===== src/rtl/accel_compr_ctrl.sv =====
// Sequencing controller for a block-hash accelerator. It walks a job of
// nblocks 512-bit blocks through fetch, compressor init (first block only),
// round issue and a fixed-length hash window. It also handles abort,
// zero-length jobs and a missing-completion timeout.
module accel_compr_ctrl #(
    parameter int unsigned TIMEOUT = 80
) (
    input  logic       clk,
    input  logic       rst_n,
    input  logic       start,
    input  logic [5:0] nblocks,
    input  logic       abort,
    output logic       busy,
    output logic       done,
    output logic       err,
    output logic       blk_req,
    input  logic       blk_ack,
    output logic [5:0] blk_idx,
    output logic       ms_enable,
    output logic       cm_init,
    output logic       cm_enable,
    input  logic       hash_done
);

    typedef enum logic [2:0] {
        StIdle,
        StFetch,
        StInit,
        StIssue,
        StHash,
        StDrain,
        StFin,
        StErr
    } state_e;

    // Last HASH count value at which a missing hash_done is still tolerated.
    localparam logic [6:0] CntLast = 7'(TIMEOUT - 1);
    // The scheduler window: cnt 1..64 inclusive.
    localparam logic [6:0] MsFirst = 7'd1;
    localparam logic [6:0] MsLast  = 7'd64;

    state_e     state_q, state_d;
    logic [6:0] cnt_q, cnt_d;
    logic [5:0] blk_idx_q, blk_idx_d;
    logic [5:0] nblk_q, nblk_d;
    logic       first_q, first_d;
    logic       last_blk;

    assign last_blk = (blk_idx_q == (nblk_q - 6'd1));

    // State and counter registers with synchronous active-low reset.
    always_ff @(posedge clk) begin
        if (!rst_n) begin
            state_q   <= StIdle;
            cnt_q     <= 7'd0;
            blk_idx_q <= 6'd0;
            nblk_q    <= 6'd0;
            first_q   <= 1'b0;
        end else begin
            state_q   <= state_d;
            cnt_q     <= cnt_d;
            blk_idx_q <= blk_idx_d;
            nblk_q    <= nblk_d;
            first_q   <= first_d;
        end
    end

    // Next-state, counter and block-index update.
    always_comb begin
        state_d   = state_q;
        cnt_d     = cnt_q;
        blk_idx_d = blk_idx_q;
        nblk_d    = nblk_q;
        first_d   = first_q;

        unique case (state_q)
            StIdle: begin
                if (start) begin
                    if (nblocks != 6'd0) begin
                        nblk_d    = nblocks;
                        blk_idx_d = 6'd0;
                        first_d   = 1'b1;
                        state_d   = StFetch;
                    end else begin
                        state_d = StErr;
                    end
                end
            end

            StFetch: begin
                if (abort) begin
                    state_d = StIdle;
                end else if (blk_ack) begin
                    // Only the first block of a job reloads the initial hash.
                    state_d = first_q ? StInit : StIssue;
                end
            end

            StInit: begin
                if (abort) begin
                    state_d = StIdle;
                end else begin
                    first_d = 1'b0;
                    state_d = StIssue;
                end
            end

            StIssue: begin
                if (abort) begin
                    state_d = StIdle;
                end else begin
                    cnt_d   = 7'd0;
                    state_d = StHash;
                end
            end

            StHash: begin
                cnt_d = cnt_q + 7'd1;
                if (abort && hash_done) begin
                    state_d = StIdle;
                end else if (abort) begin
                    // Let the in-flight round finish before going idle.
                    state_d = StDrain;
                end else if (hash_done) begin
                    if (last_blk) begin
                        state_d = StFin;
                    end else begin
                        blk_idx_d = blk_idx_q + 6'd1;
                        state_d   = StFetch;
                    end
                end else if (cnt_q == CntLast) begin
                    state_d = StErr;
                end
            end

            StDrain: begin
                cnt_d = cnt_q + 7'd1;
                // >= covers an abort landing on the timeout cycle itself.
                if (hash_done || (cnt_q >= CntLast)) begin
                    state_d = StIdle;
                end
            end

            StFin: begin
                state_d = StIdle;
            end

            StErr: begin
                state_d = StIdle;
            end

            default: begin
                state_d = StIdle;
            end
        endcase
    end

    // Outputs decoded purely from registered state and counters.
    always_comb begin
        busy      = (state_q != StIdle);
        done      = (state_q == StFin);
        err       = (state_q == StErr);
        blk_req   = (state_q == StFetch);
        cm_init   = (state_q == StInit);
        cm_enable = (state_q == StIssue);
        ms_enable = ((state_q == StHash) || (state_q == StDrain)) &&
                    (cnt_q >= MsFirst) && (cnt_q <= MsLast);
        blk_idx   = blk_idx_q;
    end

endmodule


===== config.mk =====
export PLATFORM = sky130hd
export DESIGN_NAME = accel_compr_ctrl
export DESIGN_NICKNAME = d
export VERILOG_FILES = /design/src/rtl/accel_compr_ctrl.sv
export SDC_FILE = /design/constraint.sdc
export NUM_CORES = 1
export LEC_CHECK = 0
export CORE_MARGIN = 8
export CORE_UTILIZATION = 35
export DETAILED_ROUTE_END_ITERATION = 12
export GPL_ROUTABILITY_DRIVEN = 0
export HOLD_SLACK_MARGIN = 0.03
export PLACE_DENSITY_LB_ADDON = 0.25
export SLEW_MARGIN = 0
export SYNTH_ARGS = -nofsm -noshare
export SYNTH_HDL_FRONTEND = slang
export SYNTH_SLANG_ARGS = --single-unit
export TNS_END_PERCENT = 10

===== constraint.sdc =====
create_clock -name clk -period 7 [get_ports clk]
set_clock_uncertainty 0.2 [all_clocks]
set_input_delay 0.7 -clock clk [delete_from_list [all_inputs] [get_ports clk]]
set_output_delay 0.7 -clock clk [all_outputs]
set_load 0.005 [all_outputs]

; ---- After elaboration in Yosys (flattened, before gate mapping)
; Cells that the tools add are included.
[totals]
regBits = 23
in_bits = 12
out_inout_bits = 13
wordCells = 76
[op_classes]
add_sub_neg = 3
order_cmp = 3
n_eq_ne = 20
mux = 27
n_reduce_logical = 18
[op_table]
columns = op, count
row1 = 2-to-1 mux 6 bit, 6
row2 = 2-to-1 mux 3 bit, 11
row3 = case mux 3 bit (7 select lines), 1
row4 = "!= test 2 bit, second input constant", 9
row5 = case mux 7 bit (2 select lines), 1
row6 = "== test 3 bit, second input constant", 4
row7 = case mux 6 bit (2 select lines), 1
row8 = AND reduction 4 bit, 2
row9 = "adder 7 x 1 -> 7 bit, second input constant", 1
row10 = "== test 7 bit, second input constant", 1
row11 = ">= comparator 7 x 1 -> 1 bit, second input constant", 1
row12 = ">= comparator 7 bit, second input constant", 1
row13 = "less-or-equal comparator 7 bit, second input constant", 1
row14 = 2-to-1 mux 7 bit, 1
row15 = AND reduction 7 bit, 1
row16 = "adder 6 x 1 -> 6 bit, second input constant", 1
row17 = "== test 3 x 2 -> 1 bit, second input constant", 2
row18 = == test 6 bit, 1
row19 = nonzero test 2 bit, 3
row20 = nonzero test 6 bit, 1
row21 = "subtractor 6 x 1 -> 6 bit, second input constant", 1
row22 = "!= test 5 bit, second input constant", 1
row23 = 2-to-1 mux 1 bit, 4
row24 = OR reduction 2 bit, 2
row25 = other kinds (10), 13

; ---- Longest topological paths before layout
; Gate-level depths: netlist of the first run.
[logic_depth]
ltp_word = 7
depth_mapped = 9
ltp_nobuf = 9

; ---- Least setup slack after synthesis of the first run
; No wires, ideal clock.
[synth_path]
path_type = register to register
start = register nblk_q[0]
end = register blk_idx_q[5], in the netlist blk_idx[5]
setup_time_ps = 121
arrival_ps = 2217
t_required_ps = 6679
slack_ps = 4461
path_stages_with_launch = 8
n_path_buf = 0
synth_period_minus_slack_ps = 2539
cell_sequence = dfxtp_1 > or4_1 > o21a_1 > o2111ai_2 > o211a_1 > o2bb2ai_2 > or3_1 > mux2_4
[synth_via]
elab_chain_len = 4
[synth_lines]
columns = item, line_no
row1 = start: declaration, 45  ; logic [5:0] nblk_q, nblk_d;
row2 = start signal: assignment, 63  ; nblk_q <= nblk_d;
row3 = subtractor 6 x 1 -> 6 bit, 49  ; assign last_blk = (blk_idx_q == (nblk_q - 6'd1));
row4 = == test 6 bit, 49
row5 = != test 2 bit (no source line), n/a
row6 = AND reduction 7 bit (no source line), n/a
row7 = end signal: assignment, 62  ; blk_idx_q <= blk_idx_d;
row8 = end: declaration, 44  ; logic [5:0] blk_idx_q, blk_idx_d;
; No other way between the ends.
; A chain may end at the register's enable or synchronous reset.

; ---- Worst setup path in the final report of the first run
[layout_path]
start = register state_q[0]
end = output busy
[layout_via]
elab_chain_len = 1
[layout_lines]
columns = item, line_no
row1 = start: declaration, 42  ; state_e state_q, state_d;
row2 = start signal: assignment, 54  ; state_q <= StIdle;
row3 = start signal: assignment, 60  ; state_q <= state_d;
row4 = nonzero test 3 bit, 160  ; busy = (state_q != StIdle);
row5 = end: declaration, 13  ; output logic busy,
; No other way between the ends.

==> results of run 1 <==
tightest hold or removal path: cells and delay by family (launching register included):
family / cells / cell delay [ps]
and+or+nand+nor: 1 / 50
DFF: 1 / 320
AOI/OAI and AO/OA: 1 / 60
routing by layer:
layer	GRT usage, %	up-vias	share of wire (%)
li1	-	715	-
met1	12.94	643	51
met2	17.24	22	45
met3	2.790	2	4.1
met4	2.182	0	0.36
met5	0	-	0
worst max-delay path by stage:
stage | from | end | slack [ps] | cells past startpoint
2_1_floorplan | nblk_q[0] | blk_idx[5] | 4460 | 7
3_3_place_gp | nblocks[1] | blk_idx[5] | 4160 | 7
3_5_place_dp | nblocks[1] | blk_idx[5] | 4130 | 7
4_1_cts | state_q[0] | busy | 4030 | 3
5_1_grt | state_q[0] | busy | 3890 | 3
6_report | state_q[0] | busy | 4040 | 3
synthesized netlist by cell type (all sizes together), types with 3 or more instances:
master / instances
a21boi: 6
a21oi: 13
and2: 4
and3: 3
clkbuf: 6
dfxtp: 23
ha: 5
inv: 9
mux2i: 4
nand2: 14
nand2b: 4
nand3: 12
nand4: 4
nor2: 19
nor2b: 7
nor3: 7
o21ai: 12
or3: 6
xor2: 5
flip-flops by register name (all words and copies together) (netlist names):
name / flops
cnt_q: 7
blk_idx: 6
nblk_q: 6
state_q: 3
first_q: 1
through the flow:
stage / instances / worst slack [ps] / total power [uW] / util (%)
2_1_floorplan: 188 / 4461 / 264.1 / -
5_1_grt: 260 / 3894 / 416.2 / 44.35
6_report: 260 / 4038 / 388.6 / 44.35
3_5_place_dp: 256 / 4128 / 309.6 / 43.23
4_1_cts: 260 / 4029 / 392.7 / 44.35
3_3_place_gp: 256 / 4162 / 309.9 / 43.23
cell families (layout without fill, tap and decap cells):
family	after synthesis	after routing
AOI/OAI and AO/OA	46	46
xor gates and xnor gates	7	7
adders and majority gates	5	5
buffers and inverters	15	37
DFF	23	23
muxes	5	5
and+or+nand+nor	87	87
area by class of cell:
cell class | count | share of cell area, %
Sequential cell | 23 | 25.95
Tap cell | 50 | 3.526
Multi-Input combinational cell | 150 | 52.54
Inverter | 9 | 1.904
Clock buffer | 4 | 2.539
Timing Repair Buffer | 24 | 13.54
power by group:
part / internal (uW) / switching [uW]
Combinational: 64.8 / 72.8
Clock: 40.6 / 41.1
Sequential: 143 / 26.0
==> impl_metrics.toml, run 1 <==
[critical_path]
arrival_ps = 2060
reg2reg_setup_slack_ps = 4280
critPathMaxStageDelay_ps = 620
crit_path_start_kind = "flop"
critical_path_required_ps = 6100
crit_family = "buffers and inverters"
timing.rr.start = "nblk_q[0]"
criticalPathCategory = "flop to output pin"
cp-end-kind = "output pin"
slowest_stage = "nor3_1"
cp_cell_sequence = "nor3_1, inv_1, clkdlybuf4s50_1"
r2r_cells = 7
crit_buf_inv = 2
crit_path_max_fanout = 16
r2r-end = "blk_idx[5]"

[route]
postRouteAntennaNets = 0
avgRoutedWirePerCell_microns = 12.85
via_per_inst = 5.315
num_vias = 1382
detail_route.iter0.violations = 67
drc = 0
firstDrtPassIters = 6
detail_route.wirelength_microns = 3342

[timing]
max_slew_margin_pct = 53.26
rsz0062_at_grt = "false"
post-route-period-util_pct = 42.31
timing.hold.ws_ps = 287.4
min_period_ps = 2962
slew_viol_final = 0
tightest_slew_ps = 692.0
final_hold_viol_count = 0
setup_tns_ps = 0
fmaxAchievable_ghz = 0.3376
finalSetupViolCount = 0

[clocking]
post_cts_resized = 0
cts_buffer_depth = 2
cts_hold_buf = 0
post_cts_buffers = 0
clk_latency_ps = 260
cts_num_sinks = 23
tritoncts = "done"
h-tree-depth = 1
path_clk_slew_ps = 80
cts_buffers = 3
cts-root-buf = "clkbuf_8"

[floorplanning]
row_count = 23
core_area_sq_mm = 0.004000
io_pins = 25
die_y_microns = 80.34
die-area_sq_mm = 0.006455
die-width_microns = 80.34
start_util_pct = 36.22

[global_routing]
antenna_found_initial = 0
grt_usage_pct = 10.37
grt_pass1_wl_microns = 5595
first_global_vias = 1301
grt_max_degree = 22
grt.overflow.total = 0

[place]
dp_hpwl_microns = 2509
postPlaceCellArea_sq_mm = 0.001729
io_buffers = 24

[logic_synthesis]
synth-edff-count = 0
synth_mux_area_share_pct = 3.800
synth_fp_nets = 205
yosys-top-cells-area = "dfxtp_1 32%, nor2_1 4.9%, a21oi_1 4.5%, ha_1 4.3%, nand3_1 4.1%"
yosysWarnings = 0
synth_compound_area_share_pct = 21.33
synth_seq_cells = 23
synth_top_area_share_pct = 31.78
synth_top_family_by_area = "simple AND/OR/NAND/NOR gates"
async_flop_share_pct = 0
netlist.top_cell.by_area = "dfxtp_1"
synth_area_sq_mm = 0.001449
yosys.area_share.adder_pct = 4.318
yosys.area_share.simple_pct = 30.66
dominantRegCellSynth = "dfxtp_1"
yosysUniqueCellTypes = 39
syn_area_per_cell_sq_um = 7.707
synthCells = 188
synth_xor_area_share_pct = 4.231
yosysSeqAreaShare_pct = 31.78

[power_and_ir_drop]
power_leakage_uw = 0.0006624
p_per_area_mw_per_mm2 = 219.0
peakVddDrop_uv = 142.7

[final_layout]
multi_input_area_sq_um = 932.1
fillCellCount = 424
drive_above_1_share_pct = 3.333
fin_nets = 228
area_growth_pct = 22.45
final_area_sq_mm = 0.001774
ff_latch_area_sq_um = 460.4
final_common_cell = "clkdlybuf4s50_1"
diodes = 0
final_cell_mix = "24 x clkdlybuf4s50_1, 23 x dfxtp_1, 19 x nor2_1"

[worst_hold_path]
hp-class = "flop to flop"
hold_start = "nblk_q[5]"
hold_end = "nblk_q[5]"
hold_depth = 2

[flow_run]
maxCapViolations = 0

[run_status]
status = "finished, final reports clean"
(Power assumes the default switching activity.)
==> run 2, diff against run 1 <==
Clock period 7 ns to 2.65 ns, I/O delays scaled along.
==> run 2 against run 1 <==
Cell area rose by 7.3%. Via count rose by 4.5%. Final cell count rose by 5.8%. Largest power group is now combinational logic. Largest cell class unchanged.
==> impl_metrics.toml, run 2 (synthesized netlist as in run 1, its figures left out) <==
[critical_path]
arrival_ps = 2530
criticalPathCategory = "flop to flop"
r2r-end = "blk_idx[5]"
timing.rr.start = "nblk_q[1]"
critical_path_required_ps = 2610
crit_start = "nblk_q[1]"
cp-end-kind = "flop"
crit_path_max_fanout = 4
r2r_cells = 7
reg2reg_setup_slack_ps = 80
crit_path_start_kind = "flop"

[worst_hold_path]
hold_end = "first_q"
hp-class = "flop to flop"
hold_start = "first_q"
hold_depth = 2

[route]
firstDrtPassIters = 4
detail_route.iter0.violations = 66
postRouteAntennaNets = 0
detail_route.wirelength_microns = 3630
avgRoutedWirePerCell_microns = 13.20
num_vias = 1444
drc = 0
via_per_inst = 5.251

[floorplanning]
row_count = 23
io_pins = 25
core_area_sq_mm = 0.004000
die-area_sq_mm = 0.006455
die_y_microns = 80.34
start_util_pct = 36.22
die-width_microns = 80.34

[final_layout]
final_cell_mix = "24 x clkdlybuf4s50_1, 23 x dfxtp_1, 19 x nor2_1"
final_common_cell = "clkdlybuf4s50_1"
diodes = 0
largest_register_ff_count = 7
area_growth_pct = 31.35
regMostFlops = "cnt_q"
drive_above_1_share_pct = 10.22
fin_nets = 243

[power_and_ir_drop]
seqPwrFrac_pct = 37.2
pwr-share-clk_pct = 19.6
p_per_area_mw_per_mm2 = 587.5
p_sw_share_pct = 35.61
switching_power_uw = 398.2
combPwrFrac_pct = 43.2
internal_power_uw = 719.9
power_uw = 1118
power_leakage_uw = 0.0007399
peakVddDrop_uv = 404.2

[clocking]
clk_latency_ps = 260
cts_buffers = 3
path_clk_slew_ps = 80
cts_num_sinks = 23
cts_hold_buf = 0
cts-root-buf = "clkbuf_8"
cts_buffer_depth = 2
h-tree-depth = 1
tritoncts = "done"

[timing]
slew_viol_final = 0
min_period_ps = 2566
tightest_slew_ps = 404.2
fmaxAchievable_ghz = 0.3897
setup_tns_ps = 0
timing.hold.ws_ps = 287.7
final_hold_viol_count = 0
post-route-period-util_pct = 96.83
max_slew_margin_pct = 72.80
finalSetupViolCount = 0
rsz0062_at_grt = "false"

[global_routing]
antenna_found_initial = 0
grt_busiest_layer = "met2"
grt.overflow.total = 0
grt_util_met1_pct = 16.36
grt_max_degree = 13
grtUsageMet2_pct = 16.52
grt_usage_pct = 11.59
met3_usage_pct = 3.237
grt_pass1_wl_microns = 6161
first_global_vias = 1308

[place]
io_buffers = 24
dp_hpwl_microns = 2695

[flow_run]
maxCapViolations = 0

[run_status]
status = "finished, final reports clean"
[run 2: cell types whose count changed in the layout (fill, tap and decap cells not counted), sizes merged]
cell,change
buf,+15
[run 2: per-layer routing]
| metal | up-vias | share of wire, % |
|---|---|---|
| met4 | 0 | 1.0 |
| met3 | 4 | 6.0 |
| met1 | 656 | 50 |
| met2 | 35 | 43 |
| met5 | - | 0 |
| li1 | 749 | - |
[run 2: power groups by stage]
stage,registers (uW),logic (uW),clock network (uW)
2_1_floorplan,418,280,0
3_3_place_gp,421,455,0
3_5_place_dp,422,456,0
4_1_cts,415,459,233
5_1_grt,421,536,243
6_report,416,483,219
[run 2: how the worst max path moves through the flow]
stage | end | slack (ps)
2_1_floorplan | blk_idx[5] | 110
3_3_place_gp | blk_idx[5] | 70
3_5_place_dp | blk_idx[5] | 30
4_1_cts | blk_idx[5] | 10
5_1_grt | blk_idx[5] | 30
6_report | blk_idx[5] | 80
[run 2: area by class of cell]
class | count | area (sq um)
fill | 394 | 2097
inverter | 9 | 33.78
sequential | 23 | 460.4
timing repair buffer | 39 | 352.8
clock buffer | 4 | 45.04
tap | 50 | 62.56
multi-input combinational | 150 | 948.4
[run 2: metrics by stage]
stage / instances / utilization, % / cell area [sq um] / setup WS (ps)
floorplan: 188 / - / 1449 / 111.5
global placement: 269 / 45.67 / 1827 / 71.49
detailed placement: 269 / 45.67 / 1827 / 28.70
CTS: 273 / 46.79 / 1872 / 11.70
global route: 275 / 47.58 / 1903 / 28.61
finish: 275 / 47.58 / 1903 / 83.89
[run 2: repair_timing]
item,CTS,global route
buffers inserted,0,2
resized for setup,0,2
setup endpoints to repair,0,1
[run 2: critical path, cell delays in order, from the launching register on]
cell and delay (ps):
dfxtp_1 340, or4_4 520, o21a_1 190, o2111ai_2 220, o211a_1 230, o2bb2ai_4 80
or3_1 360, mux2_4 300
